--- src/rtl/rwt_tag_insert.sv ---
`default_nettype none
// +----------------------------------------------------------------------------+
// | rwt_tag_insert: receive-path stream tag inserter. Encodes per-beat tags as |
// | ESC + control word, escapes data words equal to ESC. Optional statistics  |
// | counters enabled by defining RWT_TAG_INSERT_STATS_EN.                      |
// | Revision: 1.0                                                              |
// +----------------------------------------------------------------------------+
module rwt_tag_insert (
  input  logic        clk,
  input  logic        rst,
  input  logic        use_tags,
  input  logic [63:0] tag_escape,
  input  logic        s_axi_valid,
  output logic        s_axi_ready,
  input  logic [63:0] s_axi_data,
  input  logic        s_axi_tag_valid,
  input  logic [6:0]  s_axi_tag_type,
  input  logic        s_axi_last,
  output logic        m_axi_valid,
  input  logic        m_axi_ready,
  output logic [63:0] m_axi_data,
  output logic        m_axi_last
`ifdef RWT_TAG_INSERT_STATS_EN
  ,
  output logic [31:0] tag_count,
  output logic [31:0] escape_count
`endif
);

  // Each state names the word the output register loads next; the first word
  // of a beat is loaded straight from IDLE, so a beat of N words blocks N-1 cycles.
  typedef enum logic [2:0] {
    S_IDLE    = 3'd0,
    S_TAG_CW  = 3'd1,
    S_LIT_ESC = 3'd2,
    S_LIT_CW  = 3'd3,
    S_DATA    = 3'd4
  } state_t;

  state_t      r_state;
  logic [63:0] r_data;
  logic [63:0] r_esc;
  logic [6:0]  r_tag_type;
  logic        r_coll;
  logic        r_last;

  logic        w_load;
  logic        w_tag;
  logic        w_coll;

  assign w_load      = ~m_axi_valid | m_axi_ready;
  assign s_axi_ready = (r_state == S_IDLE) & w_load;
  assign w_tag       = use_tags & s_axi_tag_valid;
  assign w_coll      = use_tags & (s_axi_data == tag_escape);

`ifdef RWT_TAG_INSERT_STATS_EN
  logic r_is_tag_cw;
  logic r_is_lit_cw;
`endif

  always_ff @(posedge clk or posedge rst) begin
    if (rst) begin
      r_state     <= S_IDLE;
      m_axi_valid <= 1'b0;
      m_axi_data  <= 64'd0;
      m_axi_last  <= 1'b0;
      r_data      <= 64'd0;
      r_esc       <= 64'd0;
      r_tag_type  <= 7'd0;
      r_coll      <= 1'b0;
      r_last      <= 1'b0;
`ifdef RWT_TAG_INSERT_STATS_EN
      r_is_tag_cw <= 1'b0;
      r_is_lit_cw <= 1'b0;
`endif
    end else if (w_load) begin
`ifdef RWT_TAG_INSERT_STATS_EN
      r_is_tag_cw <= 1'b0;
      r_is_lit_cw <= 1'b0;
`endif
      case (r_state)
        S_IDLE: begin
          if (s_axi_valid) begin
            r_data      <= s_axi_data;
            r_esc       <= tag_escape;
            r_tag_type  <= s_axi_tag_type;
            r_coll      <= w_coll;
            r_last      <= s_axi_last;
            m_axi_valid <= 1'b1;
            if (w_tag) begin
              m_axi_data <= tag_escape;
              m_axi_last <= 1'b0;
              r_state    <= S_TAG_CW;
            end else if (w_coll) begin
              m_axi_data <= tag_escape;
              m_axi_last <= 1'b0;
              r_state    <= S_LIT_CW;
            end else begin
              m_axi_data <= s_axi_data;
              m_axi_last <= s_axi_last;
            end
          end else begin
            m_axi_valid <= 1'b0;
          end
        end
        S_TAG_CW: begin
          m_axi_valid <= 1'b1;
          m_axi_data  <= {56'd0, 1'b1, r_tag_type};
          m_axi_last  <= 1'b0;
`ifdef RWT_TAG_INSERT_STATS_EN
          r_is_tag_cw <= 1'b1;
`endif
          r_state     <= r_coll ? S_LIT_ESC : S_DATA;
        end
        S_LIT_ESC: begin
          m_axi_valid <= 1'b1;
          m_axi_data  <= r_esc;
          m_axi_last  <= 1'b0;
          r_state     <= S_LIT_CW;
        end
        S_LIT_CW: begin
          m_axi_valid <= 1'b1;
          m_axi_data  <= 64'd0;
          m_axi_last  <= r_last;
`ifdef RWT_TAG_INSERT_STATS_EN
          r_is_lit_cw <= 1'b1;
`endif
          r_state     <= S_IDLE;
        end
        S_DATA: begin
          m_axi_valid <= 1'b1;
          m_axi_data  <= r_data;
          m_axi_last  <= r_last;
          r_state     <= S_IDLE;
        end
        default: begin
          m_axi_valid <= 1'b0;
          r_state     <= S_IDLE;
        end
      endcase
    end
  end

`ifdef RWT_TAG_INSERT_STATS_EN
  // Counted when the control word actually leaves, not when it is loaded.
  always_ff @(posedge clk or posedge rst) begin
    if (rst) begin
      tag_count    <= 32'd0;
      escape_count <= 32'd0;
    end else if (m_axi_valid & m_axi_ready) begin
      if (r_is_tag_cw) tag_count    <= tag_count + 32'd1;
      if (r_is_lit_cw) escape_count <= escape_count + 32'd1;
    end
  end
`endif

endmodule
`default_nettype wire
--- config.mk ---
export PLATFORM = sky130hd
export DESIGN_NAME = rwt_tag_insert
export DESIGN_NICKNAME = d
export VERILOG_FILES = /design/src/rtl/rwt_tag_insert.sv
export SDC_FILE = /design/constraint.sdc
export NUM_CORES = 1
export LEC_CHECK = 0
export ABC_AREA = 1
export BUFFER_PORTS_ARGS = -buffer_cell sky130_fd_sc_hd__buf_2
export CORE_UTILIZATION = 35
export CTS_CLUSTER_SIZE = 25
export DETAILED_ROUTE_END_ITERATION = 8
export PLACE_DENSITY = 0.57
export SYNTH_ARGS = -nofsm -noshare
export SYNTH_HDL_FRONTEND = slang
export SYNTH_SLANG_ARGS = --single-unit
--- constraint.sdc ---
create_clock -name clk -period 7.2 [get_ports clk]
set_clock_uncertainty 0.05 [all_clocks]
set_input_delay 0.72 -clock clk [delete_from_list [all_inputs] [get_ports clk]]
set_output_delay 0.72 -clock clk [all_outputs]
set_load 0.01 [all_outputs]
======== Word level (Yosys, flattened, before mapping) ========
Index checks and enable logic that the tools add are counted.
cells by class
  $lt $le $gt $ge ......................... 0
  bitwise logic cells ..................... 5
  add/sub/neg operators ................... 0
  shifts and indexed selects .............. 0
  muxes and demuxes ....................... 15
  $mul .................................... 0
  eq/ne operators ......................... 7
  reduce and logical (&&, ||, !) cells .... 10
  divide/modulo/power cells ............... 0
operator list
  cell                                            number
  one-hot mux 64 bit (5 select lines)             1
  two-way mux 64 bit                              3
  == test 64 bit                                  1
  two-way mux 3 bit                               4
  AND reduction 3 bit                             4
  one-hot mux 3 bit (3 select lines)              1
  == test 3 x 2 -> 1 bit (second input constant)  2
  nonzero test 5 bit                              1
  two-way mux 1 bit                               4
  OR reduction 2 bit                              2
  OR reduction 4 bit                              1
  AND 1 bit                                       3
  == test 3 x 1 -> 1 bit (second input constant)  1
  == test 3 bit (second input constant)           1
  zero test 3 bit                                 1
  inequality test 3 bit (second input constant)   1
  one-hot mux 1 bit (3 select lines)              1
  nonzero test 3 bit                              1
  inequality test 2 bit (second input constant)   1
  one-hot mux 1 bit (2 select lines)              1
  inverter 1 bit                                  1
  OR 1 bit                                        1
word-level totals
  memory bits (writable) .................. 0
  bits of input ports ..................... 142
  memories kept ........................... 0
  output and inout port bits .............. 67
  bits in registers ....................... 206
  ROM bits ................................ 0
  bits in latches ......................... 0

======== Logic depth before layout (Yosys ltp) ========
Gate-level depths: netlist of run 1.
  depth in word-level cells ............... 6
  mapped depth ............................ 13
  gate-level depth less buffers ........... 13

======== Worst setup path after synthesis of run 1 ========
Ideal clock, no wire load.
  kind .................................... input to register
  from .................................... input port s_axi_valid
  to ...................................... register m_axi_data[4]
  stages on the path ...................... 8
  data arrival time ....................... 1.724 ns
  slack ................................... 5.308 ns
  setup time .............................. 0.119 ns
  required time ........................... 7.031 ns
  cell sequence ........................... clkbuf_1 -> or2_0 -> nand2_1 -> a21oi_4 -> buf_6 -> buf_6 -> nand3_2 -> o21a_1
on the way
  cells in the longest elaborated chain, start to end .. 2
RTL lines
  what                             line  source
  start, declared                  13    input logic s_axi_valid,
  inequality test 2 bit (no line)  --
  AND reduction 3 bit (no line)    --
  end signal, assigned             91    m_axi_data <= tag_escape;
  end signal, assigned             95    m_axi_data <= tag_escape;
  end signal, assigned             99    m_axi_data <= s_axi_data;
  end, declared                    21    output logic [63:0] m_axi_data,
Every way passes these cells.
A chain may end at the register's enable or synchronous reset.

======== Worst setup path after layout of run 1 ========
  from .................................... register m_axi_valid
  to ...................................... register r_esc[22]
on the way
  cells in the longest elaborated chain, start to end .. 3
RTL lines
  what                           line  source
  start, declared                19    output logic m_axi_valid,
  start signal, assigned         64    m_axi_valid <= 1'b0;
  start signal, assigned         89    m_axi_valid <= 1'b1;
  start signal, assigned         103   m_axi_valid <= 1'b0;
  inverter 1 bit                 51    assign w_load = ~m_axi_valid | m_axi_ready;
  OR 1 bit                       51
  AND reduction 3 bit (no line)  --
  end signal, assigned           85    r_esc <= tag_escape;
  end, declared                  42    logic [63:0] r_esc;
Every way passes these cells.

==> summary.txt, run 1 <==
Final layout
  • Area taken by multi-input logic gates: 4580 sq um
  • Layout Nets: 1681
  • Area growth syn-to-layout: 19.6%
  • Filler cell count: 3142
  • Most frequent cells in the layout: nand2_1 (510), buf_2 (208), dfrtp_1 (206)
  • Seq. cell area: 5150 sq um
  • Cell Count, Final, Fillers Out: 1949
  • Proportion of layout cells with a drive suffix above 1: 19.1%
  • Commonest non-fill, non-tap cell in the layout: nand2_1

CTS
  • Sink Count: 206
  • Root buffer cell: clkbuf_16
  • Clock slew at reported path FFs: 0.06 ns
  • Post-CTS Hold Buffers: 0
  • CTS max path bufs: 3
  • Clk Latency, worst-skew pair: 0.52 ns
  • Setup bufs post-CTS: 0
  • PostCTS Resize Cnt: 0
  • CTS Buf Count: 24
  • CTS tree: yes
  • H-tree levels: 1

Yosys
  • Register area share after synthesis: 48.8%
  • Ys flop type: dfrtp_1
  • Post-synth EDFFs: 0
  • Synth Warn #: 0
  • Post-synthesis cell area: 10600 sq um
  • FFs w/ async S/R, synth: 100%
  • Count of cell types in the netlist: 28
  • Synth Register Bits: 206
  • Yosys top cell by area: dfrtp_1
  • Post-Syn Area per Cell: 7.69 sq um
  • Main area contributors after synthesis: dfrtp_1 (49%), nand2_1 (18%), o21ai_0 (8.6%)
  • Post-synth net total: 1514
  • Post-synth top area share: 48.8%
  • Synthesized instance count: 1372

Floorplan
  • Die extent in x: 176 um
  • Core Rows: 63
  • DIE AREA: 30900 sq um
  • Core ar.: 29600 sq um
  • Io pins: 209
  • Initial core utilization: 35.6%
  • Die Y-Extent: 176 um

Worst setup path
  • Critical Path Fanout Max: 173
  • Crit-path cells: inv_1 -> nor2_1 -> nor2_4 -> nand2_8 -> buf_4 -> mux2_2
  • Startpoint Class: flop
  • Slowest stage delay, CP: 0.72 ns
  • Critical Path RT: 7.55 ns
  • Critical Path Sink Type: flop
  • Crit path DAT: 3.24 ns
  • Crit-path slowest cell: buf_4
  • Critical path class: reg -> reg

STA
  • Setup repair after global routing missed its margin: no
  • Final setup viols: 0
  • Slew margin rel.: 30.6%
  • Final Hold Fails: 0
  • Max-slew violations: 0
  • Minimum clock period: 2.88 ns
  • Max Freq: 347 MHz
  • Worst-Margin Slew: 1.04 ns
  • Crit share post-route: 40.0%
  • Setup TNS: 0 ns

Detailed routing
  • Post-route DRC: 0
  • Routed length per instance: 17.3 um
  • Drt initial violations: 615
  • Routed wire length: 33.8 mm
  • Vias per inst: 4.91
  • DR pass1 iterations: 5
  • Post-route ant nets: 0
  • Total number of vias: 9568

Global route
  • Antenna violations before repair: 4
  • First-pass GRT wire length: 52.7 mm
  • GR Overflow Total: 0
  • Overall routing resource usage: 22.0%
  • Largest net degree at the start of global routing: 174
  • Vias in the first global route: 9328

Pwr
  • VDD IR max: 0.302 mV
  • Logic pwr share: 37.7%
  • Psw: 2030 uW
  • Internal power: 3130 uW
  • Leak: 0.00674 uW
  • Seq pwr share: 37.9%
  • PwrDens: 409 nW/um^2
  • Switching portion of total power: 39.4%
  • Clock power share: 24.4%

Job
  • Max capacitance violation total: 0

Place
  • DP HPWL: 22.3 mm
  • PortBufs: 208
  • Final Wtd Congestion: 0.775
  • Cell count after placement: 1903

Status
  • Status: finished, final reports clean

Worst hold path
  • Worst Hold Class: in -> async
[final cells by class]
| class | count | share of cell area, % |
|---|---|---|
| diodes | 2 | 0.0397 |
| clock buffers | 35 | 5.65 |
| clock inverters | 9 | 0.773 |
| inverters | 125 | 3.78 |
| multi-input cells | 966 | 36.3 |
| flip-flops and latches | 206 | 40.9 |
| well taps | 390 | 3.87 |
| repair buffers | 216 | 8.73 |
[sequential cells by signal, summed over array words and instances (netlist names)]
| signal | flops |
|---|---|
| r_last | 1 |
| r_state | 3 |
| r_tag_type | 7 |
| r_coll | 1 |
| m_axi_data | 64 |
| r_data | 64 |
| m_axi_valid | 1 |
| r_esc | 64 |
| m_axi_last | 1 |
[layer usage]
| metal | vias to the layer above | share of wire, % | track usage [%] |
|---|---|---|---|
| met5 | - | 0.038 | 0 |
| met3 | 40 | 5.2 | 2.88 |
| li1 | 4726 | - | - |
| met2 | 263 | 45 | 35.4 |
| met4 | 2 | 2.0 | 5.80 |
| met1 | 4537 | 47 | 31.2 |
[path summary, 6_finish.rpt]
kind / start / end / slack [ns] / depth (start not counted)
setup reg to reg: m_axi_valid$_DFFE_PP0N_ / r_esc[22]$_DFFE_PP0P_ / 4.32 / 6
setup / recovery: m_axi_valid$_DFFE_PP0N_ / r_esc[22]$_DFFE_PP0P_ / 4.32 / 6
hold reg to reg: m_axi_data[49]$_DFFE_PP0P_ / m_axi_data[49]$_DFFE_PP0P_ / 0.41 / 2
max in group asynchronous: rst / r_esc[56]$_DFFE_PP0P_ / 5.15 / 3
hold / removal: rst / m_axi_data[34]$_DFFE_PP0P_ / 0.33 / 2
min in group clk: s_axi_tag_type[0] / r_tag_type[0]$_DFFE_PP0P_ / 0.38 / 2
[critical path: cells and delay by family, from the launching register on]
kind	cells	cell delay, ns
buffers and inverters	2	0.77
flip-flops	1	0.41
multiplexers	1	0.41
AND/OR/NAND/NOR	3	1.06
[cells in the mapped netlist (all sizes together) (8+ instances only)]
cell type  instances
nand2            513
dfrtp            206
o21ai            193
inv              125
a21oi             78
nor2              67
a22o              48
buf               42
clkbuf            33
nand3             21
mux2              20
xnor2              9
o21a               8
[power by group through the flow]
stage / Sequential, uW / Clock [uW] / Combinational, uW
5_1_grt: 2010 / 1340 / 2210
6_report: 1960 / 1260 / 1950
2_1_floorplan: 1980 / 0 / 1350
3_3_place_gp: 1960 / 0 / 1930
4_1_cts: 1950 / 1290 / 1980
3_5_place_dp: 1970 / 0 / 1970
[stage by stage]
stage / total power (uW) / hold slack (ns) / instance area, sq um / utilization [%] / setup slack (ns)
floorplan: 3330 / 0.393 / 10600 / - / 0.806
global placement: 3890 / 0.403 / 11800 / 39.8 / 3.91
detailed placement: 3940 / 0.404 / 11800 / 39.8 / 3.89
CTS: 5220 / 0.372 / 12600 / 42.6 / 4.26
global route: 5560 / 0.375 / 12600 / 42.6 / 4.00
finish: 5160 / 0.332 / 12600 / 42.6 / 4.32
[logic make-up after synthesis]
logic type	count (synthesis)	synth area share, %
and+or+nand+nor	603	22.2
xor gates and xnor gates	11	0.913
DFF	206	48.8
muxes	20	2.13
AOI/OAI and AO/OA	332	17.9
buffers and inverters	200	8.01
Note: power is estimated with default switching activity, not from simulation.
==> run 2: changes to the inputs <==
--- a/config.mk
+++ b/config.mk
@@ -5,7 +5,7 @@
 export SDC_FILE = /design/constraint.sdc
 export NUM_CORES = 1
 export LEC_CHECK = 0
-export ABC_AREA = 1
+export ABC_AREA = 0
 export BUFFER_PORTS_ARGS = -buffer_cell sky130_fd_sc_hd__buf_2
 export CORE_UTILIZATION = 35
 export CTS_CLUSTER_SIZE = 25
==> constraint.sdc (replaced) <==
create_clock -name clk -period 2.7 [get_ports clk]
set_clock_uncertainty 0.05 [all_clocks]
set_input_delay 0.27 -clock clk [delete_from_list [all_inputs] [get_ports clk]]
set_output_delay 0.27 -clock clk [all_outputs]
set_load 0.01 [all_outputs]
==> run 2 against run 1 <==
  * Clock power grew to 2.7 times the previous value
  * Routed wire length is 0.63% lower
  * Via count fell by 9.3%
  * Core utilization is 7.8 points higher
  * Worst hold slack lost 0.32 ns
  * Sequential power grew to 2.9 times the previous value
  * Count of clock-buffer cells in the layout is the same
  * Flip-flop and latch count stayed put
  * Register-to-register slack lost 3.9 ns
  * Worst setup slack got worse by 4.3 ns
  * Sequential share of layout area shrank 5.2 points
==> summary.txt, run 2 <==
Status
  • Status: finished, final reports clean (unchanged)

STA
  • Max Freq: 374 MHz
  • Worst-Margin Slew: 0.741 ns (was 1.04 ns)
  • Final setup viols: 0 (unchanged)
  • Max-slew violations: 0 (unchanged)
  • Crit share post-route: 99.0%
  • Slew margin rel.: 50.6% (was 30.6%)
  • Minimum clock period: 2.67 ns
  • Final Hold Fails: 0 (unchanged)
  • Setup repair after global routing missed its margin: yes (was no)

Place
  • Area after DPL: 12100 sq um (was 11800 sq um)
  • DP HPWL: 21.3 mm (was 22.3 mm)
  • Final Wtd Congestion: 0.797 (was 0.775)
  • PortBufs: 208 (unchanged)
  • Cell count after placement: 1469 (was 1903)

Final layout
  • Antenna cell count: 0 (was 2)
  • Commonest non-fill, non-tap cell in the layout: buf_2 (was nand2_1)
  • Finished Cell Area: 14500 sq um (was 12600 sq um)
  • Proportion of layout cells with a drive suffix above 1: 40.7% (was 19.1%)
  • Layout Nets: 1390 (was 1681)
  • Most frequent cells in the layout: buf_2 (206), dfrtp_1 (205), mux2_2 (129) (was nand2_1 (510), buf_2 (208), dfrtp_1 (206))
  • Cell Count, Final, Fillers Out: 1648 (was 1949)
  • Area growth syn-to-layout: 41.3% (was 19.6%)
  • Top flop regs: m_axi_data: 64 flops, r_data: 64 flops, r_esc: 64 flops (unchanged)

Pwr
  • Total power: 17000 uW (was 5160 uW)
  • PwrDens: 1170 nW/um^2 (was 409 nW/um^2)
  • VDD IR max: 0.622 mV (was 0.302 mV)
  • Leak: 0.00619 uW (was 0.00674 uW)

Worst setup path
  • Crit path DAT: 3.03 ns (was 3.24 ns)
  • R2r setup slk: 0.41 ns (was 4.32 ns)
  • FF-to-FF path depth: 7 (was 6)
  • R2r endpoint: m_axi_data[23]$_DFFE_PP0P_ (was r_esc[22]$_DFFE_PP0P_)
  • Setup crit start: s_axi_data[61] (was m_axi_valid$_DFFE_PP0N_)
  • Critical Path RT: 3.05 ns (was 7.55 ns)
  • FF-to-FF Start: r_state[0]$_DFFE_PP0P_ (was m_axi_valid$_DFFE_PP0N_)
  • Startpoint Class: primary input (was flop)
  • Critical path class: in -> reg (was reg -> reg)
  • Critical Path Fanout Max: 16 (was 173)
  • Crit path capture: m_axi_data[32]$_DFFE_PP0P_ (was r_esc[22]$_DFFE_PP0P_)
  • Critical Path Sink Type: flop (unchanged)

Floorplan
  • Io pins: 209 (unchanged)
  • Core Rows: 62 (was 63)
  • Die Y-Extent: 173 um (was 176 um)
  • DIE AREA: 29900 sq um (was 30900 sq um)
  • Core ar.: 28700 sq um (was 29600 sq um)
  • Die extent in x: 173 um (was 176 um)
  • Initial core utilization: 35.7% (was 35.6%)

CTS
  • Clk Latency, worst-skew pair: 0.53 ns (was 0.52 ns)
  • CTS Buf Count: 26 (was 24)
  • Root buffer cell: clkbuf_16 (unchanged)
  • Clock slew at reported path FFs: 0.06 ns (about the same)
  • H-tree levels: 1 (unchanged)
  • CTS tree: yes (unchanged)
  • CTS max path bufs: 3 (unchanged)
  • Sink Count: 206 (unchanged)

Global route
  • Met3 GRT Util: 4.13% (was 2.88%)
  • Grt peak-use layer: met2 (unchanged)
  • Antenna violations before repair: 2 (was 4)
  • Largest net degree at the start of global routing: 116 (was 174)
  • First-pass GRT wire length: 51.6 mm (was 52.7 mm)
  • Vias in the first global route: 8915 (was 9328)
  • Overall routing resource usage: 22.0% (about the same)
  • GR Overflow Total: 0 (unchanged)
  • GR met1 Demand/Resource: 29.7% (was 31.2%)
  • M2 GR Usage: 35.7% (was 35.4%)

Yosys
  • Main area contributors after synthesis: dfrtp_1 (50%), mux2_2 (14%), a221oi_2 (7.2%) (was dfrtp_1 (49%), nand2_1 (18%), o21ai_0 (8.6%))
  • Post-synth top area share: 50.4% (was 48.8%)
  • Post-synth net total: 1036 (was 1514)
  • Most common cell in the netlist: dfrtp_1 (was nand2_1)
  • Synthesized instance count: 894 (was 1372)
  • Post-synth EDFFs: 0 (unchanged)
  • Post-synthesis cell area: 10200 sq um (was 10600 sq um)
  • Ys flop type: dfrtp_1 (unchanged)
  • Yosys top cell by area: dfrtp_1 (unchanged)
  • FFs w/ async S/R, synth: 100% (unchanged)
  • Synth Warn #: 0 (unchanged)
  • Count of cell types in the netlist: 37 (was 28)
  • Synth top cells by count: dfrtp_1 (206), mux2_2 (129), nor2_1 (127) (was nand2_1 (511), dfrtp_1 (206), o21ai_0 (182))
  • Post-Syn Area per Cell: 11.4 sq um (was 7.69 sq um)
  • Register area share after synthesis: 50.4% (was 48.8%)
  • Synth Register Bits: 206 (unchanged)

Detailed routing
  • Routed wire length: 33.6 mm (was 33.8 mm)
  • Drt initial violations: 412 (was 615)
  • Post-route DRC: 0 (unchanged)
  • Vias per inst: 5.26 (was 4.91)
  • Routed length per instance: 20.4 um (was 17.3 um)
  • DR pass1 iterations: 5 (unchanged)
  • Total number of vias: 8675 (was 9568)
  • Post-route ant nets: 0 (unchanged)

Job
  • Max capacitance violation total: 0 (unchanged)

Worst hold path
  • Worst Hold Class: in -> reg (was in -> async)
-- run 2: changes by cell type after synthesis, moves of 14 or more --
cell / delta
xnor2_1: +36
a221oi_2: +49
nor2_1: +64
nand2_1: -479
a21oi_1: -64
a22o_1: -46
clkbuf_1: +15
mux2_2: +109
buf_2: -24
a22oi_1: +65
nand3_1: -14
inv_1: -110
o21ai_0: -108
-- run 2: how the worst min path moves through the flow --
stage	start	end	slack, ns	cells past startpoint
6_report	tag_escape[25]	r_esc[25]$_DFFE_PP0P_	0.008	2
5_1_grt	s_axi_data[30]	r_data[30]$_DFFE_PP0P_	0.006	2
4_1_cts	tag_escape[59]	r_esc[59]$_DFFE_PP0P_	0.0006	2
3_5_place_dp	r_esc[5]$_DFFE_PP0P_	r_esc[5]$_DFFE_PP0P_	0.42	2
3_3_place_gp	m_axi_last$_DFFE_PP0P_	m_axi_last$_DFFE_PP0P_	0.41	2
2_1_floorplan	tag_escape[7]	m_axi_data[7]$_DFFE_PP0P_	0.35	2
-- run 2: cell families after synthesis --
kind of cell / count (synthesis) / synth area share, %
AO/OA/AOI/OAI: 231 / 18.9
flip-flops: 206 / 50.4
AND/OR/NAND/NOR: 198 / 8.28
multiplexers: 129 / 14.2
buffers and inverters: 77 / 3.75
XOR/XNOR: 53 / 4.54
-- run 2: layout make-up --
type,instances,area (sq um)
sequential,206,5160
clock inverter,9,105
fill,2618,14200
tap,384,480
timing repair buffer,392,3020
multi-input combinational,612,4920
inverter,10,41.3
clock buffer,35,736
-- run 2: per-layer routing --
layer	vias to the layer above	wire length, um
met5	-	27
met1	4361	14900
met2	261	15800
met3	57	1880
li1	3992	-
met4	4	920
-- run 2: per-stage QoR --
| step | hold slack, ns | utilization (%) | worst slack, ns | setup TNS [ns] |
|---|---|---|---|---|
| floorplan | 0.349 | - | -0.292 | -60.21 |
| global placement | 0.413 | 42.0 | -0.225 | -11.36 |
| detailed placement | 0.422 | 42.0 | -0.150 | -6.76 |
| CTS | 0.000571 | 49.4 | 0.0108 | 0 |
| global route | 0.00637 | 50.4 | -0.0290 | -0.315 |
| finish | 0.00842 | 50.4 | 0.0265 | 0 |
-- run 2: timing repair --
| action | in CTS | in global routing |
|---|---|---|
| hold endpoints to repair | 337 | 0 |
| setup endpoints to repair | 0 | 65 |
| gates resized for setup | 0 | 27 |
| hold buffers | 127 | 0 |
| buffers inserted | 0 | 7 |
-- run 2: worst max-delay path: stages --
cell	delay (ns)
dlygate4sd3_1	0.53
buf_2	0.15
xnor2_1	0.31
nand4_1	0.18
nor4_1	0.36
nand4_1	0.17
buf_4	0.20
o211a_4	0.30
buf_12	0.18
a221oi_2	0.28
nor2_1	0.08
-- run 2: power breakdown --
group          switching (uW)  internal (uW)  total [uW]
Clock                    1360           2090        3450
Sequential                884           4720        5600
Combinational            4210           3700        7910
Total                    6460          10500       17000
